### src/rtl/l2_arbiter_if.sv
// Bundle of L1-to-L2 request/response signals seen by the arbiter.
// The master modport is the arbiter's view.
// The slave modport is the view of the caches plus the L2 around it.
interface l2_arbiter_if #(
    parameter int s_line = 256
);
    // Instruction cache side (read-only)
    logic [31:0]       i_mem_address;
    logic              i_mem_read;
    logic [s_line-1:0] i_mem_rdata256;
    logic              i_mem_resp;

    // Data cache side (read / write-back)
    logic [31:0]       d_mem_address;
    logic              d_mem_read;
    logic              d_mem_write;
    logic [s_line-1:0] d_mem_wdata256;
    logic [s_line-1:0] d_mem_rdata256;
    logic              d_mem_resp;

    // L2 CPU-side port
    logic [31:0]       mem_address;
    logic              mem_read;
    logic              mem_write;
    logic [s_line-1:0] mem_wdata256;
    logic [s_line-1:0] mem_rdata256;
    logic              mem_resp;

    modport master (
        input  i_mem_address, i_mem_read,
        output i_mem_rdata256, i_mem_resp,
        input  d_mem_address, d_mem_read, d_mem_write, d_mem_wdata256,
        output d_mem_rdata256, d_mem_resp,
        output mem_address, mem_read, mem_write, mem_wdata256,
        input  mem_rdata256, mem_resp
    );

    modport slave (
        output i_mem_address, i_mem_read,
        input  i_mem_rdata256, i_mem_resp,
        output d_mem_address, d_mem_read, d_mem_write, d_mem_wdata256,
        input  d_mem_rdata256, d_mem_resp,
        input  mem_address, mem_read, mem_write, mem_wdata256,
        output mem_rdata256, mem_resp
    );
endinterface

### src/rtl/l2_arbiter.sv
// Two-port arbiter between the split L1 caches and the unified L2.
// One request is forwarded at a time; the L2 response goes back only to
// the port holding the grant. Ties are round-robin, or always won by the
// data cache when DCACHE_PRIORITY is 1. All L2-side outputs are decoded
// from the registered state, so an asynchronous reset drops them at once.
module l2_arbiter #(
    parameter int DCACHE_PRIORITY = 0,
    parameter int s_line          = 256
) (
    input  logic          clk,
    input  logic          rst,
    l2_arbiter_if.master  io_bus
);
    localparam logic [1:0] ST_IDLE    = 2'd0;
    localparam logic [1:0] ST_SERVE_I = 2'd1;
    localparam logic [1:0] ST_SERVE_D = 2'd2;
    localparam logic [1:0] ST_RELEASE = 2'd3;

    localparam logic [s_line-1:0] ZERO_LINE = '0;

    logic [1:0] r_state;
    logic [1:0] w_state_next;
    logic       r_last_grant;      // 0 = I, 1 = D
    logic       w_last_grant_next;

    logic w_i_pend;
    logic w_d_pend;
    logic w_grant_d;

    assign w_i_pend = io_bus.i_mem_read;
    assign w_d_pend = io_bus.d_mem_read | io_bus.d_mem_write;

    // Tie resolution: fixed D priority, or the side not granted last time.
    always_comb begin
        w_grant_d = 1'b0;
        if (w_i_pend && w_d_pend) begin
            if (DCACHE_PRIORITY != 0) begin
                w_grant_d = 1'b1;
            end else begin
                w_grant_d = ~r_last_grant;
            end
        end else begin
            w_grant_d = w_d_pend;
        end
    end

    // Next-state decode; a grant is held until the L2 answers.
    always_comb begin
        w_state_next      = r_state;
        w_last_grant_next = r_last_grant;
        case (r_state)
            ST_IDLE: begin
                if (w_i_pend || w_d_pend) begin
                    w_state_next      = w_grant_d ? ST_SERVE_D : ST_SERVE_I;
                    w_last_grant_next = w_grant_d;
                end
            end
            ST_SERVE_I, ST_SERVE_D: begin
                if (io_bus.mem_resp) begin
                    w_state_next = ST_RELEASE;
                end
            end
            default: begin
                w_state_next = ST_IDLE;
            end
        endcase
    end

    // State and grant history; reset makes the first tie go to I.
    always_ff @(posedge clk or posedge rst) begin
        if (rst) begin
            r_state      <= ST_IDLE;
            r_last_grant <= 1'b1;
        end else begin
            r_state      <= w_state_next;
            r_last_grant <= w_last_grant_next;
        end
    end

    // L2-side request mux; IDLE and RELEASE drive everything to zero.
    always_comb begin
        io_bus.mem_address  = 32'h0;
        io_bus.mem_read     = 1'b0;
        io_bus.mem_write    = 1'b0;
        io_bus.mem_wdata256 = ZERO_LINE;
        case (r_state)
            ST_SERVE_I: begin
                io_bus.mem_address = io_bus.i_mem_address;
                io_bus.mem_read    = 1'b1;
            end
            ST_SERVE_D: begin
                io_bus.mem_address  = io_bus.d_mem_address;
                io_bus.mem_wdata256 = io_bus.d_mem_wdata256;
                io_bus.mem_write    = io_bus.d_mem_write;
                io_bus.mem_read     = io_bus.d_mem_read & ~io_bus.d_mem_write;
            end
            default: begin
            end
        endcase
    end

    // Response routing: only the granted port ever sees mem_resp.
    always_comb begin
        io_bus.i_mem_resp = (r_state == ST_SERVE_I) & io_bus.mem_resp;
        io_bus.d_mem_resp = (r_state == ST_SERVE_D) & io_bus.mem_resp;
    end

    // Read data is shared; it is qualified by the per-port resp.
    assign io_bus.i_mem_rdata256 = io_bus.mem_rdata256;
    assign io_bus.d_mem_rdata256 = io_bus.mem_rdata256;

endmodule

### src/flat_wrapper.sv
// flat-port wrapper written by rule: the top's interface ports become plain ports
module l2_arbiter_flat 
#(
    parameter int DCACHE_PRIORITY = 0,
    parameter int s_line          = 256
)
  (clk, rst, io_bus_i_mem_address, io_bus_i_mem_read, io_bus_i_mem_rdata256, io_bus_i_mem_resp, io_bus_d_mem_address, io_bus_d_mem_read, io_bus_d_mem_write, io_bus_d_mem_wdata256, io_bus_d_mem_rdata256, io_bus_d_mem_resp, io_bus_mem_address, io_bus_mem_read, io_bus_mem_write, io_bus_mem_wdata256, io_bus_mem_rdata256, io_bus_mem_resp);
  l2_arbiter_if #(.s_line(s_line)) io_bus_i ();
  input  logic clk;
  input  logic rst;
  input wire logic [$bits(io_bus_i.i_mem_address)-1:0] io_bus_i_mem_address;
  input wire logic [$bits(io_bus_i.i_mem_read)-1:0] io_bus_i_mem_read;
  output wire logic [$bits(io_bus_i.i_mem_rdata256)-1:0] io_bus_i_mem_rdata256;
  output wire logic [$bits(io_bus_i.i_mem_resp)-1:0] io_bus_i_mem_resp;
  input wire logic [$bits(io_bus_i.d_mem_address)-1:0] io_bus_d_mem_address;
  input wire logic [$bits(io_bus_i.d_mem_read)-1:0] io_bus_d_mem_read;
  input wire logic [$bits(io_bus_i.d_mem_write)-1:0] io_bus_d_mem_write;
  input wire logic [$bits(io_bus_i.d_mem_wdata256)-1:0] io_bus_d_mem_wdata256;
  output wire logic [$bits(io_bus_i.d_mem_rdata256)-1:0] io_bus_d_mem_rdata256;
  output wire logic [$bits(io_bus_i.d_mem_resp)-1:0] io_bus_d_mem_resp;
  output wire logic [$bits(io_bus_i.mem_address)-1:0] io_bus_mem_address;
  output wire logic [$bits(io_bus_i.mem_read)-1:0] io_bus_mem_read;
  output wire logic [$bits(io_bus_i.mem_write)-1:0] io_bus_mem_write;
  output wire logic [$bits(io_bus_i.mem_wdata256)-1:0] io_bus_mem_wdata256;
  input wire logic [$bits(io_bus_i.mem_rdata256)-1:0] io_bus_mem_rdata256;
  input wire logic [$bits(io_bus_i.mem_resp)-1:0] io_bus_mem_resp;
  assign io_bus_i.i_mem_address = io_bus_i_mem_address;
  assign io_bus_i.i_mem_read = io_bus_i_mem_read;
  assign io_bus_i_mem_rdata256 = io_bus_i.i_mem_rdata256;
  assign io_bus_i_mem_resp = io_bus_i.i_mem_resp;
  assign io_bus_i.d_mem_address = io_bus_d_mem_address;
  assign io_bus_i.d_mem_read = io_bus_d_mem_read;
  assign io_bus_i.d_mem_write = io_bus_d_mem_write;
  assign io_bus_i.d_mem_wdata256 = io_bus_d_mem_wdata256;
  assign io_bus_d_mem_rdata256 = io_bus_i.d_mem_rdata256;
  assign io_bus_d_mem_resp = io_bus_i.d_mem_resp;
  assign io_bus_mem_address = io_bus_i.mem_address;
  assign io_bus_mem_read = io_bus_i.mem_read;
  assign io_bus_mem_write = io_bus_i.mem_write;
  assign io_bus_mem_wdata256 = io_bus_i.mem_wdata256;
  assign io_bus_i.mem_rdata256 = io_bus_mem_rdata256;
  assign io_bus_i.mem_resp = io_bus_mem_resp;
  l2_arbiter #(.DCACHE_PRIORITY(DCACHE_PRIORITY), .s_line(s_line)) u_core (.clk(clk), .rst(rst), .io_bus(io_bus_i));
endmodule
### config.mk
export PLATFORM = sky130hd
export DESIGN_NAME = l2_arbiter_flat
export DESIGN_NICKNAME = d
export VERILOG_FILES = /design/src/rtl/l2_arbiter_if.sv /design/src/rtl/l2_arbiter.sv /design/src/flat_wrapper.sv
export SDC_FILE = /design/constraint.sdc
export NUM_CORES = 1
export LEC_CHECK = 0
export ABC_AREA = 1
export CORE_AREA = 2 2 545 547
export CTS_CLUSTER_DIAMETER = 30
export DETAILED_ROUTE_END_ITERATION = 12
export DIE_AREA = 0 0 547 549
export GPL_ROUTABILITY_DRIVEN = 0
export GPL_TIMING_DRIVEN = 0
export PLACE_DENSITY = 0.3
export SYNTH_ARGS = -nofsm -noshare
export SYNTH_HDL_FRONTEND = slang
export SYNTH_SLANG_ARGS = --single-unit
### constraint.sdc
create_clock -name clk -period 1.79 [get_ports clk]
set_input_delay 0.358 -clock clk [delete_from_list [all_inputs] [get_ports clk]]
set_output_delay 0.358 -clock clk [all_outputs]
set_load 0.01 [all_outputs]
After elaboration in Yosys (flattened, before gate mapping) --
Index checks and enable logic that the tools add are counted.
Cells by class: reduce and logical (&&, ||, !) cells 6, equality and inequality tests 4, muxes and demuxes 9, bitwise logic cells 6
Operators with widths (number):
- 256-bit 2-to-1 mux | 1
- 32-bit case mux with 2 select lines | 1
- 2-bit 2-to-1 mux | 3
- 2-bit case mux with 2 select lines | 1
- 2-bit AND reduction | 2
- 1-bit bitwise AND | 3
- 2-bit by 1-bit == test with 1-bit output (second input constant) | 1
- 2-bit == test (second input constant) | 1
- 2-bit zero test | 1
- 1-bit 2-to-1 mux | 2
- 2-bit by 1-bit inequality test with 1-bit output (second input constant) | 1
- 2-bit inequality test (second input constant) | 1
- 1-bit NOT | 2
- 1-bit case mux with 2 select lines | 1
- 2-bit OR reduction | 1
- 1-bit logical AND | 1
- 1-bit logical OR | 1
- 1-bit OR | 1
Word-level totals: input port bits 582, word-level logic and storage cells 27, flip-flop bits (word level) 3, output and inout bits 804

Longest topological paths before layout --
Gate-level depths: netlist of the first run.
depth after elaboration 6, mapped depth 8, mapped depth without buffers 8

Worst setup path before layout of the first run --
OpenSTA, ideal clock, no wires.
kind flip-flop to output port, from register u_core.r_state[0], to output io_bus_mem_address[0], arrival time 1.213 ns, required time 1.432 ns, slack 0.219 ns, path buffers 1, stages on the path, launching flop included 6, cell sequence dfrtp_1 -> inv_1 -> ha_1 -> inv_2 -> clkbuf_1 -> a21oi_1
On the way: longest elaborated chain between the ends 2, elaborated cells between the ends (all ways) 3, those cells by class 2 x eq/ne; 1 x mux
RTL lines:
- from (decl) | line l2_arbiter.sv:21 | logic [1:0] r_state;
- from (signal assigned) | line l2_arbiter.sv:75 | r_state <= w_state_next;
- 2-bit == test / 2-bit by 1-bit == test with 1-bit output (equally long branches) | line l2_arbiter.sv:86 | case (r_state)
- 32-bit case mux with 2 select lines * | line l2_arbiter.sv:86
- to (decl) | line flat_wrapper.sv:21 | output wire logic [$bits(io_bus_i.mem_address)-1:0] io_bus_mem_address;
Every way passes the cells marked *; elsewhere a longest branch is shown, timed or not.

Worst setup path after layout of the first run --
from register u_core.r_state[1], to output io_bus_mem_wdata256[184]
On the way: longest elaborated chain between the ends 2
RTL lines:
- 2-bit == test | line l2_arbiter.sv:86
- 256-bit 2-to-1 mux | line l2_arbiter.sv:86
- to (decl) | line flat_wrapper.sv:24 | output wire logic [$bits(io_bus_i.mem_wdata256)-1:0] io_bus_mem_wdata256;
Every way passes these cells.

==> results.md, run 1 <==
- VDD sags by at most 721 uV.
- 1386 I/O pins were placed.
- Setup repair after global routing could not meet its margin everywhere.
- The arrival time of the worst setup path is 1910 ps.
- After the first detailed-routing iteration, the DRC count stood at 382.
- The worst setup path is of the reg -> out kind.
- The first detailed-routing pass ran for 4 iterations.
- Timing analysis after detailed placement gives a worst setup slack of -1820 ps.
- The nature of the critical path endpoint is an output port.
- After clock tree synthesis, the clock-pin slew on the worst setup and hold paths is roughly 30 ps.
- The final reports fail on negative setup slack.
- For this design the static power due to leakage is 0.0127 uW.
- The floorplan core area is 0.295 mm2.
- The required arrival time at the worst endpoint is about 1400 ps.
- After legalization and detailed placement, the total HPWL measured approximately 170000 um.
- Across all setup checks in the final design, the least slack found is -476 ps.
- Fill cells in the final layout number between 30000 and 40000.
- Across the run, the number of max-cap violations was 0.
- The CTS tree is yes.
- Buffers inserted during clock tree synthesis total 3.
- The first global-routing pass estimated roughly 200000 um of wire.
- The floorplan row count is 200.
- The floorplan die width is ~550 um.
- Subtracting the final worst setup slack from the clock period gives 2270 ps.
- The number of nets in the synthesized netlist is 1789.
- CTS built an H-tree with a depth of 1.
- At the later pin of the worst-skew pair, clock insertion delay measures 230 ps.
- The total power density per cell area is 1000 mW/mm2.
- The type of the most critical hold path is in -> async.
- The kind of start point of the critical path is a register.
- The tree is rooted in a sky130_fd_sc_hd__clkbuf_16.
- The total clock sinks is 3.
- Based on the critical path, the design can be clocked at up to between 0.4 and 0.5 GHz.
- The end-of-flow core utilization is roughly a tenth.
- Counting cells, the worst reg-to-reg path comes to 10.
- The clock arrives with 0.846 ps of skew.
- The register bit count reported by yosys is 3.
- The synthesized instance count is ~1200.
- The slew at the pin with the worst max-slew slack is 908 ps.
- After detailed routing, the average wire length per cell comes to 27.3 um.
- In this run, distinct cell masters in the synthesized netlist total 14.
- The total global routing overflow is 0.
- The final max-slew violation count is 0.
- The total DRC errors in the routed layout is 0.
- The via count of the first global-routing pass is 12800.
- The netlist area before placement is 0.00664 mm2.
- The run finished, with violations left.
- Setup violations remaining at the end of the flow were counted as 292.
- Once detail routing completed, the nets flagged for antenna violations numbered 0.
- The global-route usage over all layers is 11.1%.
- Once the floorplan was initialized, standard cells occupied 2.25% of the core.
- The count of endpoints failing hold in the final timing report is 0.
- The count of vias placed by the detailed router is 12700.
- The maximum fanout encountered on the critical timing path is 5.
- Entering global routing, the biggest net connects 11 pins.
- The initial antenna violation count is 124.
- The total die area is 0.300 mm2.
- The count of warnings emitted by yosys is 0.
- The number of buffers on the longest clock path is 2.
- The max-slew headroom at the worst pin is a little under 40%.
- The area growth from synthesis to layout is 324%.
- In the final layout, the share of cells above drive strength 1 is 61.5%.
- The final layout contains 3069 nets.
- The post-synthesis area per instance is 5.52 um2.
- In this run the vertical extent of the chip is 549 um.
- The part of the Yosys area used for sequential elements is ~1.1%.
- The number of vias per cell is 1.96.
- The count of buffers added on input and output ports is between 1000 and 1500.
- Wires add up to 176000 um.
- Dividing the final minimum period by the clock period gives 127%.
==> metal layers <==
layer / GRT usage [%] / vias to the layer above / routed length, um
li1: - / 5443 / -
met1: 12.6 / 5704 / 67900
met2: 18.0 / 1197 / 80000
met3: 6.32 / 241 / 23600
met4: 1.86 / 82 / 3850
met5: 0.886 / - / 895
==> metrics by stage <==
step / hold WS, ps / std cells / setup TNS, ps / power, uW / cell area (um2)
final: 313 / 6454 / -91510 / 28300 / 28200
after global routing: 342 / 6436 / -106950 / 30000 / 28100
after CTS: 318 / 6401 / -111500 / 25400 / 26000
after detailed placement: 488 / 6272 / -288530 / 17100 / 22900
after global placement: 501 / 6271 / -287360 / 17000 / 22900
after floorplan: 111 / 1203 / 0 / 5290 / 6640
==> area by class of cell <==
| class | count | area (um2) | share of cell area, % |
|---|---|---|---|
| tap | 3939 | 4930 | 17.5 |
| inverter | 267 | 1100 | 3.89 |
| buffer | 538 | 4320 | 15.3 |
| sequential | 3 | 76.3 | 0.271 |
| timing repair buffer | 1288 | 14100 | 50.0 |
| antenna | 33 | 82.6 | 0.293 |
| multi-input combinational | 382 | 3520 | 12.5 |
| clock buffer | 4 | 78.8 | 0.280 |
==> synth_stat cells <==
cell | n | area (um2)
sky130_fd_sc_hd__o21ai_0 | 2 | 10.0
sky130_fd_sc_hd__nor2_1 | 2 | 7.51
sky130_fd_sc_hd__a21oi_1 | 33 | 165
sky130_fd_sc_hd__nand2_1 | 337 | 1260
sky130_fd_sc_hd__inv_1 | 266 | 998
sky130_fd_sc_hd__or2_2 | 1 | 6.26
sky130_fd_sc_hd__inv_2 | 1 | 3.75
sky130_fd_sc_hd__buf_2 | 34 | 170
sky130_fd_sc_hd__dfrtp_1 | 2 | 50.1
sky130_fd_sc_hd__dfstp_2 | 1 | 26.3
sky130_fd_sc_hd__buf_4 | 514 | 3860
sky130_fd_sc_hd__ha_1 | 4 | 50.1
sky130_fd_sc_hd__nand3_1 | 3 | 15.0
sky130_fd_sc_hd__clkbuf_1 | 3 | 11.3
==> sequential cells by signal, summed over array words and instances, names as in the netlist <==
signal and cells:
u_core.r_state 2, u_core.r_last_grant 1
==> layout by cell type (no fill, tap or decap), types with 2 or more instances in the layout <==
master and count:
sky130_fd_sc_hd__inv_1 39, sky130_fd_sc_hd__dfrtp_1 2, sky130_fd_sc_hd__buf_4 533, sky130_fd_sc_hd__nand2_2 84, sky130_fd_sc_hd__diode_2 33, sky130_fd_sc_hd__nand2_4 170
sky130_fd_sc_hd__nand3_1 2, sky130_fd_sc_hd__buf_16 11, sky130_fd_sc_hd__ha_4 3, sky130_fd_sc_hd__buf_6 293, sky130_fd_sc_hd__o21ai_0 2, sky130_fd_sc_hd__nor2_1 2
sky130_fd_sc_hd__inv_2 195, sky130_fd_sc_hd__buf_12 64, sky130_fd_sc_hd__nand2_1 69, sky130_fd_sc_hd__clkdlybuf4s50_1 833, sky130_fd_sc_hd__clkbuf_16 8, sky130_fd_sc_hd__a21oi_4 15
sky130_fd_sc_hd__inv_4 29, sky130_fd_sc_hd__a21oi_2 18, sky130_fd_sc_hd__nand2_8 14, sky130_fd_sc_hd__dlygate4sd2_1 3, sky130_fd_sc_hd__buf_8 58, sky130_fd_sc_hd__buf_2 23
sky130_fd_sc_hd__clkinv_4 3
==> path summary, 6_finish.rpt <==
kind / from / end / slack (ps)
max: u_core.r_state[1]$_DFFE_PP0P_ / io_bus_mem_wdata256[184] / -480
min: rst / u_core.r_state[0]$_DFFE_PP0P_ / 310
max reg2reg: u_core.r_state[0]$_DFFE_PP0P_ / u_core.r_state[0]$_DFFE_PP0P_ / 80
min reg2reg: u_core.r_last_grant$_DFFE_PP1P_ / u_core.r_last_grant$_DFFE_PP1P_ / 480
max in group asynchronous: rst / u_core.r_last_grant$_DFFE_PP1P_ / 1250
min in group clk: u_core.r_last_grant$_DFFE_PP1P_ / u_core.r_last_grant$_DFFE_PP1P_ / 480
==> power by group <==
group          total, uW  internal (uW)  switching [uW]
Clock                364            295            69.2
Sequential           148            115            33.7
Combinational      27700          13800           14000
==> worst max-delay path: stages (launching register included) <==
cell and delay, ps:
sky130_fd_sc_hd__dfrtp_1 420, sky130_fd_sc_hd__ha_4 200, sky130_fd_sc_hd__buf_12 150, sky130_fd_sc_hd__buf_16 150, sky130_fd_sc_hd__buf_12 140, sky130_fd_sc_hd__buf_8 110
sky130_fd_sc_hd__buf_8 130, sky130_fd_sc_hd__buf_6 120, sky130_fd_sc_hd__nand2_4 60, sky130_fd_sc_hd__inv_4 30, sky130_fd_sc_hd__buf_12 130
==> cell families after synthesis <==
| kind of cell | Yosys count | share of synthesized area (%) |
|---|---|---|
| fa+ha+maj | 4 | 0.754 |
| flops | 3 | 1.15 |
| compound gates | 35 | 2.64 |
| simple gates | 343 | 19.5 |
| buf+inv | 818 | 76.0 |
==> what timing repair did <==
item	in CTS	in global routing
hold buffers	0	0
buffers inserted	110	49
gates cloned	19	4
endpoints found under the setup margin	295	293
pin swaps	16	23
gates resized for setup	2135	742
Power figures use the tool's default switching activity.
==> inputs of run 2 (changes only) <==
Settings changed: PLACE_DENSITY 0.3 to not set.
==> results.md, run 2 (same netlist as run 1, synthesis figures left out) <==
- The worst setup margin came to -384 ps (+91.7 ps).
- The number of max-cap violations came to 0 (unchanged).
- The post-route fraction of the period consumed by the critical path is 121% (-5.1 points).
- The final non-filler cell area was 0.0262 mm2 (-7.0%).
- The internal power is 11100 uW (-22%).
- The total DRC errors in the routed layout is 0 (unchanged).
- Leaving out fill and tap cells, the most frequent cell in the layout is sky130_fd_sc_hd__clkdlybuf4s50_1.
- The total clock sinks is 3 (unchanged).
- The remaining number of nets flagged by the antenna check after routing is 0 (unchanged).
- The maximum clock frequency is 0.460 GHz (+4.2%).
- The part of the power in combinational logic is 97.7% (-0.5 points).
- The register share of total power is 0.7% (+0.2 points).
- The power dissipated by switching net loads was 11800 uW (-16%).
- The total of buffers placed on input and output ports came to 1129 (unchanged).
- The critical path goes through ha_4 > buf_12 > buf_16 > buf_12 > buf_16 > buf_12 > nand2_8 > inv_4 > buf_12.
- The setup skew after layout is 1.30 ps (+0.456 ps).
- The fraction of final layout cells sized beyond drive strength 1 is 51.6% (-9.9 points).
- The final count of negative-setup-slack endpoints is 293 (+0.34%).
- The maximum fanout encountered on the critical timing path is 5 (unchanged).
- The floorplan die width is 547 um (unchanged).
- The global-route usage over all layers is 13.5% (+2.4 points).
- The flip-flop count of the largest register after layout was 2 (unchanged).
- The I/O pin count came to 1386 (unchanged).
- The slew at the pin with the worst max-slew slack came to 833 ps (-76.0 ps).
- The total power after layout is 22900 uW (-19%).
- The switching portion of total power is 51.6% (+1.7 points).
- The worst setup path is launched from a register.
- STA classifies the critical path endpoint as an output port.
- The flow ran to the end, but the final reports show violations.
- The end-of-flow core utilization is 8.88% (-0.67 points).
- The stage delay of the slowest cell on the critical path is 440 ps (+20 ps).
- The detail-routed net length per standard cell came to 33.1 um (+21%).
- The initial antenna violation count is 207 (+67%).
- The clock insertion delay at the later pin of the skew report is 230 ps (about the same).
- The number of detailed-route iterations in the first pass is 5 (+1).
- In the final layout, the registers with the most flip-flops are u_core.r_state (2), u_core.r_last_grant (1).
- The die span in y came to 549 um (unchanged).
- In the layout the commonest cells are sky130_fd_sc_hd__clkdlybuf4s50_1 (821), sky130_fd_sc_hd__buf_4 (550), sky130_fd_sc_hd__buf_6 (175).
- The post-DP HPWL is 203000 um (+23%).
- The effective utilization at floorplan is 2.25% (unchanged).
- The final max-slew violation count is 0 (unchanged).
- The leakage component of the power is 0.0117 uW (-8.3%).
- The final layout net count is 3009 (-2.0%).
- The DRC marker count from the first detailed-route iteration is 594 (+55%).
- The CTS tree is yes.
- For this design, the slowest cell found on the critical path is sky130_fd_sc_hd__dfrtp_2.
- The cell area after placement is 0.0229 mm2 (about the same).
- The wire length reported by the detailed router is 213000 um (+21%).
- The number of buffers on the longest clock path was 2 (unchanged).
- The via count of the first global-routing pass was 11900 (-6.6%).
- The arrival time of the worst setup path is 1820 ps (-90 ps).
- The maximum ir drop on the vdd rail came to 1010 uV (+41%).
- The floorplan row count was 200 (unchanged).
- The count of vias placed by the detailed router came to 12900 (+1.4%).
- The count of hold buffers inserted by post-cts repair is 0 (unchanged).
- The count of endpoints failing hold in the final timing report came to 0 (unchanged).
- The critical path is of the reg -> out type.
- The clock network fraction of total power is 1.6% (+0.3 points).
- The deepest level of the CTS H-tree is 1 (unchanged).
- The worst hold slack is 329 ps (+15.6 ps).
- The required arrival time at the worst endpoint was 1430 ps (about the same).
- The total global routing overflow is 0 (unchanged).
- The most repeated library cell on the critical path is sky130_fd_sc_hd__buf_12.
- The checks that failed: negative setup slack.
- The wire length of the first global-routing pass was 238000 um (+18%).
- The largest register by flop count is u_core.r_state.
- The clock-pin transition on the worst setup and hold timing paths came to 30 ps (about the same).
- Setup repair after global routing could not meet its margin everywhere.
- Compared with the post-synthesis result, the final layout area differs by 295%.
- The total die area came to 0.300 mm2 (unchanged).
- The floorplan core area is 0.295 mm2 (unchanged).
- The post-route minimum period is 2170 ps (-91.7 ps).
- The total power density per cell area is 876 mW/mm2 (-13%).
- The largest net degree at the start of global routing came to 11 (unchanged).
- The number of vias per cell came to 2.00 (+2.0%).
- The max-slew headroom at the worst pin is 44.3% (+4.7 points).
- The type of the most critical hold path is in -> async.
- The number of buffers inserted during clock tree synthesis was 3 (unchanged).
- Clock tree synthesis selected as its root buffer the cell sky130_fd_sc_hd__clkbuf_16.
[run 2: changes by cell type in the layout (fill, tap and decap cells not counted), moves of 24 or more]
| cell | delta |
|---|---|
| sky130_fd_sc_hd__inv_1 | +110 |
| sky130_fd_sc_hd__buf_6 | -118 |
| sky130_fd_sc_hd__inv_2 | -88 |
| sky130_fd_sc_hd__clkdlybuf4s15_2 | +63 |
| sky130_fd_sc_hd__buf_8 | -24 |
| sky130_fd_sc_hd__nand2_4 | -95 |
| sky130_fd_sc_hd__buf_2 | +25 |
| sky130_fd_sc_hd__nand2_1 | +105 |
[run 2: power groups by stage]
stage	combinational [uW]	clock, uW	sequential, uW
finish	22400	363	154
global route	23700	384	160
CTS	21200	367	155
detailed placement	15900	0	146
global placement	15900	0	148
floorplan	5150	0	139
[run 2: per-layer routing]
layer / routed length [um] / GRT usage (%) / up-vias / part of all wire, %
li1: - / - / 5363 / -
met1: 91700 / 17.0 / 5633 / 43
met2: 92800 / 21.4 / 1282 / 44
met3: 21600 / 5.83 / 430 / 10
met4: 5580 / 2.37 / 142 / 2.6
met5: 980 / 0 / - / 0.46
[run 2: worst max-delay path, delay by kind of cell (launching register included)]
family	cells	cell delay, ps
buffers and inverters	7	860
adder cells (fa/ha/maj)	1	190
AND/OR/NAND/NOR	1	50
flip-flops	1	440
[run 2: timing repair]
item	4_1_cts	5_1_grt
endpoints found under the setup margin	306	294
resized for setup	1842	360
gates cloned	14	5
buffers inserted	60	20
endpoints found under the hold margin	0	0
pin swaps	8	9
[run 2: worst paths after layout]
kind | from | end | slack, ps | cells after the start
max | u_core.r_state[1]$_DFFE_PP0P_ | io_bus_mem_wdata256[161] | -380 | 9
min in group clk | u_core.r_last_grant$_DFFE_PP1P_ | u_core.r_last_grant$_DFFE_PP1P_ | 490 | 2
max reg2reg | u_core.r_state[0]$_DFFE_PP0P_ | u_core.r_state[1]$_DFFE_PP0P_ | 100 | 10
min | rst | u_core.r_state[0]$_DFFE_PP0P_ | 330 | 2
max in group asynchronous | rst | u_core.r_last_grant$_DFFE_PP1P_ | 1250 | 2
min reg2reg | u_core.r_last_grant$_DFFE_PP1P_ | u_core.r_last_grant$_DFFE_PP1P_ | 490 | 2
[run 2: final cells by class]
type                            count  area [um2]
Fill cell                       34400      269000
Clock buffer                        4        78.8
Antenna cell                       55         138
Multi-Input combinational cell    382        2780
Tap cell                         3939        4930
Buffer                            547        4430
Inverter                          267        1030
Sequential cell                     3        77.6
Timing Repair Buffer             1219       12700
[run 2: metrics by stage]
stage / worst slack (ps) / std cells / TNS, ps
floorplan: 219 / 1203 / 0
global placement: -1700 / 6271 / -276450
detailed placement: -1690 / 6271 / -277910
CTS: -434 / 6348 / -93210
global route: -435 / 6379 / -90250
finish: -384 / 6416 / -70580
